## src/rtl/axi4_lite_regfile_slave.sv

```systemverilog
// AXI4-Lite subordinate exposing NUM_REGS 32-bit read/write registers.
// Optional build macro AXI4_LITE_REGFILE_ERR_EN: illegal addresses answer SLVERR.
module axi4_lite_regfile_slave #(
  parameter int ADDRESS_WIDTH = 32,
  parameter int DATA_WIDTH    = 32,
  parameter int NUM_REGS      = 16
) (
  input  logic                      ACLK,
  input  logic                      ARESETN,
  input  logic [ADDRESS_WIDTH-1:0]  S_AWADDR,
  input  logic                      S_AWVALID,
  output logic                      S_AWREADY,
  input  logic [DATA_WIDTH-1:0]     S_WDATA,
  input  logic [DATA_WIDTH/8-1:0]   S_WSTRB,
  input  logic                      S_WVALID,
  output logic                      S_WREADY,
  output logic [1:0]                S_BRESP,
  output logic                      S_BVALID,
  input  logic                      S_BREADY,
  input  logic [ADDRESS_WIDTH-1:0]  S_ARADDR,
  input  logic                      S_ARVALID,
  output logic                      S_ARREADY,
  output logic [DATA_WIDTH-1:0]     S_RDATA,
  output logic [1:0]                S_RRESP,
  output logic                      S_RVALID,
  input  logic                      S_RREADY
);

  localparam int IDXW = $clog2(NUM_REGS);
  localparam int NSTRB = DATA_WIDTH / 8;
  localparam logic [ADDRESS_WIDTH-1:0] LIMIT =
    ADDRESS_WIDTH'(NUM_REGS * 4);
  localparam logic [1:0] OKAY = 2'b00;
`ifdef AXI4_LITE_REGFILE_ERR_EN
  localparam logic [1:0] BAD_RESP = 2'b10;
`else
  localparam logic [1:0] BAD_RESP = 2'b00;
`endif

  logic [DATA_WIDTH-1:0]    r_regs [NUM_REGS];
  logic                     r_aw_full;
  logic [ADDRESS_WIDTH-1:0] r_aw_addr;
  logic                     r_w_full;
  logic [DATA_WIDTH-1:0]    r_w_data;
  logic [NSTRB-1:0]         r_w_strb;
  logic                     r_bvalid;
  logic [1:0]               r_bresp;
  logic                     r_rvalid;
  logic [DATA_WIDTH-1:0]    r_rdata;
  logic [1:0]               r_rresp;

  logic            w_aw_hs;
  logic            w_w_hs;
  logic            w_ar_hs;
  logic            w_commit;
  logic            w_wr_legal;
  logic            w_rd_legal;
  logic [IDXW-1:0] w_wr_idx;
  logic [IDXW-1:0] w_rd_idx;

  assign S_AWREADY = ARESETN && !r_aw_full && !r_bvalid;
  assign S_WREADY  = ARESETN && !r_w_full && !r_bvalid;
  assign S_ARREADY = ARESETN && !r_rvalid;
  assign S_BVALID  = r_bvalid;
  assign S_BRESP   = r_bresp;
  assign S_RVALID  = r_rvalid;
  assign S_RDATA   = r_rdata;
  assign S_RRESP   = r_rresp;

  assign w_aw_hs  = S_AWVALID && S_AWREADY;
  assign w_w_hs   = S_WVALID && S_WREADY;
  assign w_ar_hs  = S_ARVALID && S_ARREADY;
  assign w_commit = r_aw_full && r_w_full;

  assign w_wr_legal = (r_aw_addr < LIMIT) && (r_aw_addr[1:0] == 2'b00);
  assign w_rd_legal = (S_ARADDR < LIMIT) && (S_ARADDR[1:0] == 2'b00);
  assign w_wr_idx   = r_aw_addr[IDXW+1:2];
  assign w_rd_idx   = S_ARADDR[IDXW+1:2];

  // Buffer AW and W independently until both halves of a write are held.
  always_ff @(posedge ACLK or negedge ARESETN) begin
    if (!ARESETN) begin
      r_aw_full <= 1'b0;
      r_aw_addr <= '0;
      r_w_full  <= 1'b0;
      r_w_data  <= '0;
      r_w_strb  <= '0;
    end else if (w_commit) begin
      r_aw_full <= 1'b0;
      r_w_full  <= 1'b0;
    end else begin
      if (w_aw_hs) begin
        r_aw_full <= 1'b1;
        r_aw_addr <= S_AWADDR;
      end
      if (w_w_hs) begin
        r_w_full <= 1'b1;
        r_w_data <= S_WDATA;
        r_w_strb <= S_WSTRB;
      end
    end
  end

  // Write response: raised on commit, held until the master takes it.
  always_ff @(posedge ACLK or negedge ARESETN) begin
    if (!ARESETN) begin
      r_bvalid <= 1'b0;
      r_bresp  <= 2'b00;
    end else if (w_commit) begin
      r_bvalid <= 1'b1;
      r_bresp  <= w_wr_legal ? OKAY : BAD_RESP;
    end else if (r_bvalid && S_BREADY) begin
      r_bvalid <= 1'b0;
      r_bresp  <= 2'b00;
    end
  end

  // Register bank: byte-masked update on a legal commit.
  always_ff @(posedge ACLK or negedge ARESETN) begin
    if (!ARESETN) begin
      for (int i = 0; i < NUM_REGS; i++) r_regs[i] <= '0;
    end else if (w_commit && w_wr_legal) begin
      for (int b = 0; b < NSTRB; b++) begin
        if (r_w_strb[b])
          r_regs[w_wr_idx][b*8 +: 8] <= r_w_data[b*8 +: 8];
      end
    end
  end

  // Read channel: sample the bank on AR, hold the beat until R handshake.
  always_ff @(posedge ACLK or negedge ARESETN) begin
    if (!ARESETN) begin
      r_rvalid <= 1'b0;
      r_rdata  <= '0;
      r_rresp  <= 2'b00;
    end else if (w_ar_hs) begin
      r_rvalid <= 1'b1;
      r_rdata  <= w_rd_legal ? r_regs[w_rd_idx] : '0;
      r_rresp  <= w_rd_legal ? OKAY : BAD_RESP;
    end else if (r_rvalid && S_RREADY) begin
      r_rvalid <= 1'b0;
    end
  end

endmodule

```

## config.mk

```make
export PLATFORM = sky130hd
export DESIGN_NAME = axi4_lite_regfile_slave
export DESIGN_NICKNAME = d
export VERILOG_FILES = /design/src/rtl/axi4_lite_regfile_slave.sv
export SDC_FILE = /design/constraint.sdc
export NUM_CORES = 1
export LEC_CHECK = 0
export ABC_AREA = 1
export CAP_MARGIN = 15
export CELL_PAD_IN_SITES_DETAIL_PLACEMENT = 1
export CELL_PAD_IN_SITES_GLOBAL_PLACEMENT = 1
export CORE_MARGIN = 1
export CORE_UTILIZATION = 41
export DETAILED_ROUTE_END_ITERATION = 10
export PLACE_DENSITY = 0.81
export SKIP_CTS_REPAIR_TIMING = 1
export SLEW_MARGIN = 20
export SYNTH_ARGS = -nofsm -noshare
export SYNTH_HDL_FRONTEND = slang
export SYNTH_SLANG_ARGS = --single-unit
```

## constraint.sdc

```tcl
create_clock -name ACLK -period 1.58 [get_ports ACLK]
set_input_delay 0.237 -clock ACLK [delete_from_list [all_inputs] [get_ports ACLK]]
set_output_delay 0.237 -clock ACLK [all_outputs]
set_load 0.02 [all_outputs]
```

**After elaboration in Yosys (flattened, before gate mapping)**

Index checks and enable logic that the tools add are counted.

- Register bits: 618
- Bits of input ports: 107
- Word-level logic and storage cells: 93

- $lt $le $gt $ge: 5
- Muxes and demuxes: 33
- Bitwise operators: 3
- Reduce and logical (&&, ||, !) cells: 27

Operators by type and width:

| cell | number |
|---|---|
| $mux 512 | 7 |
| $bwmux 512 | 4 |
| $demux 32 s4 | 4 |
| $bmux 32 s4 | 1 |
| $mux 32 | 4 |
| $lt 32x7->1 const B | 2 |
| $mux 24 | 1 |
| $mux 16 | 1 |
| $logic_and 1x1->1 | 15 |
| $ge 5x5->1 const B | 2 |
| $not 4->5 | 2 |
| $mux 1 | 8 |
| $mux 8 | 1 |
| $reduce_bool 2->1 | 4 |
| $lt 5x1->1 const B | 1 |
| $logic_not 1->1 | 4 |
| $logic_not 2->1 | 2 |
| $mux 2 | 2 |
| $reduce_and 2->1 | 2 |
| $not 1->1 | 1 |

**Logic depth before layout (Yosys ltp)**

- Word-level depth: 16
- Gate-level depth with buffers: 11

**Worst setup path after synthesis**

No wires, ideal clock.

- Path type: register to register
- Start point: register r_bvalid, in the netlist S_BVALID
- End point: register r_aw_addr[30]
- Setup time: 125 ps
- Arrival: 1,944 ps
- Data required time: 1,455 ps
- Setup slack: -489 ps
- Stages on the path, launching flop included: 5
- Path buffers: 1
- Path through: dfrtp_1 -> nor3_1 -> nand2_1 -> clkbuf_1 -> mux2_2

- Longest elaborated chain between the ends: 4

Ends and longest elaborated chain:

| what | line | text |
|---|---|---|
| start: declaration | 46 | `logic r_bvalid;` |
| start signal: assignment | 107 | `r_bvalid <= 1'b0;` |
| start signal: assignment | 110 | `r_bvalid <= 1'b1;` |
| start signal: assignment | 113 | `r_bvalid <= 1'b0;` |
| $logic_not 1->1 | 61 | `assign S_AWREADY = ARESETN && !r_aw_full && !r_bvalid;` |
| $logic_and 1x1->1 | 61 |  |
| via S_AWREADY | 12 | `output logic S_AWREADY,` |
| $logic_and 1x1->1 | 70 | `assign w_aw_hs = S_AWVALID && S_AWREADY;` |
| $reduce_and 2->1 (no line) | -- |  |
| end signal: assignment | 84 | `r_aw_addr <= '0;` |
| end signal: assignment | 94 | `r_aw_addr <= S_AWADDR;` |
| end: declaration | 42 | `logic [ADDRESS_WIDTH-1:0] r_aw_addr;` |

The timed path passes the listed nets, and every way through them passes these cells.
A chain may end at the register's enable or synchronous reset.

**Worst setup path after layout**

- Start point: register r_aw_addr[7]
- End point: register r_regs[138] in the netlist's numbering

- Longest elaborated chain between the ends: 3

Ends and longest elaborated chain:

| what | line | text |
|---|---|---|
| $lt 32x7->1 | 75 | `assign w_wr_legal = (r_aw_addr < LIMIT) && (r_aw_addr[1:0] == 2'b00);` |
| $logic_and 1x1->1 | 75 |  |
| $logic_and 1x1->1 | 122 | `end else if (w_commit && w_wr_legal) begin` |
| end signal: indexed assignment | 125 | `r_regs[w_wr_idx][b*8 +: 8] <= r_w_data[b*8 +: 8];` |
| end: declaration | 40 | `logic [DATA_WIDTH-1:0] r_regs [NUM_REGS];` |

No other way between the ends.

==> metrics.txt <==
Gate power share=24.2%; Buffers & Inverters on Critical Path=5; final worst-path cycle share=128%; Internal Power=30500 uW; First DRT Iteration DRCs=3085; H-tree depth=3; FF-to-FF setup slack=-0.44 ns; final instance count without filler cells=5156; critical path cell sequence=nor2_1 > nand2_1 > nor2_2 > nand2_2 > nor2_4 > buf_12 > buf_12 > buf_12 > clkbuf_16 > buf_8 > nand4_1 > nand2_1; CTS Buf Count=71; # port buffers=143; GRT Total Usage=30.4%; Max Clk Rate=496 MHz; CP most frequent cell=buf_12; die area=0.0747 sq mm; I/O Pins=148; min-delay src=S_RREADY; total wire length=122 mm; core area=0.0728 sq mm; largest net degree at the start of global routing=116; Clock Skew=0.0260 ns; post-synthesis sequential area ratio=51.1%; CP max stage cell=dfrtp_1; Critical Path RT=2.14 ns; share of cells above drive strength 1=17.9%; worst flop-to-flop path startpoint=r_aw_addr[7]; DRT antenna net count=0; Crit path depth=12; Worst path max stage delay=0.39 ns; switching share of power=36.8%; Fin. Hold Viols=0; DR vias/cell=6.00; Hold Path Class=primary input to flop; DIE HEIGHT=273 um; Final Instance Area=0.0391 sq mm; RSZ-0062 raised after global routing=yes; Clock Tree Buf Depth=3; total power=48400 uW; Sequential Power Share=41.2%; Yosys reg bits=616; number of placed cells counting well taps=4984; crit path to=r_regs[138]; total negative slack=-177.77 ns; Gate Count Post-Synth=3849; clk slew on worst S/H paths=0.06 ns; Worst setup EP type=flop; Post-Syn Area=0.0302 sq mm; Pre-Repair DR Iteration Count=5; synth warn=0; clk sink count=616; Filler cells=8560; first-pass GRT wire length=179 mm; routability cong.=0.851; initial antenna violation count=4; Max-cap violations=0; Clk pwr share=34.7%; vias in the first global route=31200; placed instance area=0.0353 sq mm; GRT Residual Overflow=0; TritonCTS clock tree=built; FF-to-FF path depth=12; Slew headroom=32.7%; mean post-synth cell area=7.84 sq um; dpl hpwl=75.2 mm; crit path kind=flop to flop; Crit Reg-Reg Endpoint=r_regs[138]; initial cell density of the core=41.4%; row count=99; fin util=53.7%; fin. max-slew vios=0; DRC=0; Net Switching=17800 uW; Root Buffer=clkbuf_16; Data arrival, critical path=2.57 ns; failing checks=setup timing; crit path launch type=flop; Worst Slack Setup Final=-0.436 ns; Power Density=1240 mW/mm^2; crit path from=r_aw_addr[7]; Worst-Skew Late Latency=0.63 ns; CP max FO=9; final setup violation count=580; die width=273 um; Worst path top cell family by delay=simple AND/OR/NAND/NOR gates; Lkg Pwr=0.0193 uW; min Tclk post-route=2.02 ns; Layout Nets=4248; status=finished with violations; Peak VDD IR=1.71 mV; worst slew pin tran=1.01 ns; area grow syn2layout=29.6%; synth unique cells=18; wire per inst=23.6 um; routed vias=30900
[power groups by stage]
stage	Clock, uW	Sequential, uW	Combinational [uW]
6_report	16800	19900	11700
4_1_cts	16900	19600	11200
3_3_place_gp	0	19700	10900
2_1_floorplan	0	17300	6630
3_5_place_dp	0	19800	11100
5_1_grt	17500	20000	12200
[registers in the layout, indices dropped and copies added, names as in the netlist]
name	count
r_regs	512
S_RDATA	32
r_aw_addr	32
r_w_data	32
r_w_strb	4
S_BVALID	1
S_RVALID	1
r_aw_full	1
r_w_full	1
[cells by family after synthesis]
| family | share of synthesized area (%) |
|---|---|
| simple gates | 40.9 |
| compound gates | 0.124 |
| flops | 51.1 |
| mux | 2.39 |
| buf+inv | 5.43 |
| other cells | 0.0124 |
[worst min path at each step]
stage             endpoint  slack [ns]  cells past startpoint
6_report          S_RVALID        0.17                      2
5_1_grt           S_RVALID        0.19                      2
3_3_place_gp   r_regs[367]        0.45                      2
3_5_place_dp    r_regs[24]        0.46                      2
4_1_cts        r_regs[204]       -0.19                      3
2_1_floorplan     S_BVALID       -0.06                      0
[metal layers]
layer | global-route usage [%] | vias up | share of wire, %
met3 | 4.32 | 302 | 7.0
met1 | 41.1 | 15800 | 41
li1 | - | 13600 | -
met2 | 50.0 | 1305 | 48
met4 | 10.1 | 0 | 3.5
met5 | 0 | - | 0
[cell type report]
| type | instances | area, sq um | area share (%) |
|---|---|---|---|
| Sequential cell | 616 | 15400 | 39.5 |
| Multi-Input combinational cell | 2836 | 13700 | 35.0 |
| Timing Repair Buffer | 576 | 6290 | 16.1 |
| Clock buffer | 110 | 2210 | 5.65 |
| Tap cell | 959 | 1200 | 3.07 |
| Inverter | 40 | 160 | 0.410 |
| Clock inverter | 17 | 124 | 0.317 |
| Antenna cell | 2 | 5.00 | 0.0128 |
[placed cells by master, fill, tap and decap left out, drive strengths merged]
master and count:
nand2 1636, dfrtp 616, nand3 545, nand4 518, buf 422, clkdlybuf4s50 135
clkbuf 128, mux2 64, nor2 60, inv 43, clkinv 12, a21oi 4
conb 4, diode 2, nor3 2, o21ai 2, a21boi 1, bufinv 1
clkinvlp 1, dlygate4sd3 1
[per-stage QoR]
step                hold slack (ns)  worst slack (ns)
floorplan                   -0.0586          -0.00500
global placement              0.453            -0.800
detailed placement            0.458            -0.856
CTS                          -0.187            -0.702
global route                  0.189            -0.511
finish                        0.174            -0.436
[synth_stat cells]
cell / instances / area share [%]
a21boi_0: 1 / 0.025
a21oi_1: 4 / 0.066
buf_1: 28 / 0.35
buf_2: 86 / 1.4
buf_4: 8 / 0.20
clkbuf_1: 238 / 3.0
conb_1: 1 / 0.012
dfrtp_1: 616 / 51
inv_1: 39 / 0.49
inv_2: 1 / 0.012
mux2_2: 64 / 2.4
nand2_1: 1636 / 20
nand3_1: 545 / 9.0
nand4_1: 518 / 11
nor2_1: 59 / 0.73
nor2_4: 1 / 0.037
nor3_1: 2 / 0.033
o21ai_0: 2 / 0.033
(Power assumes the default switching activity.)
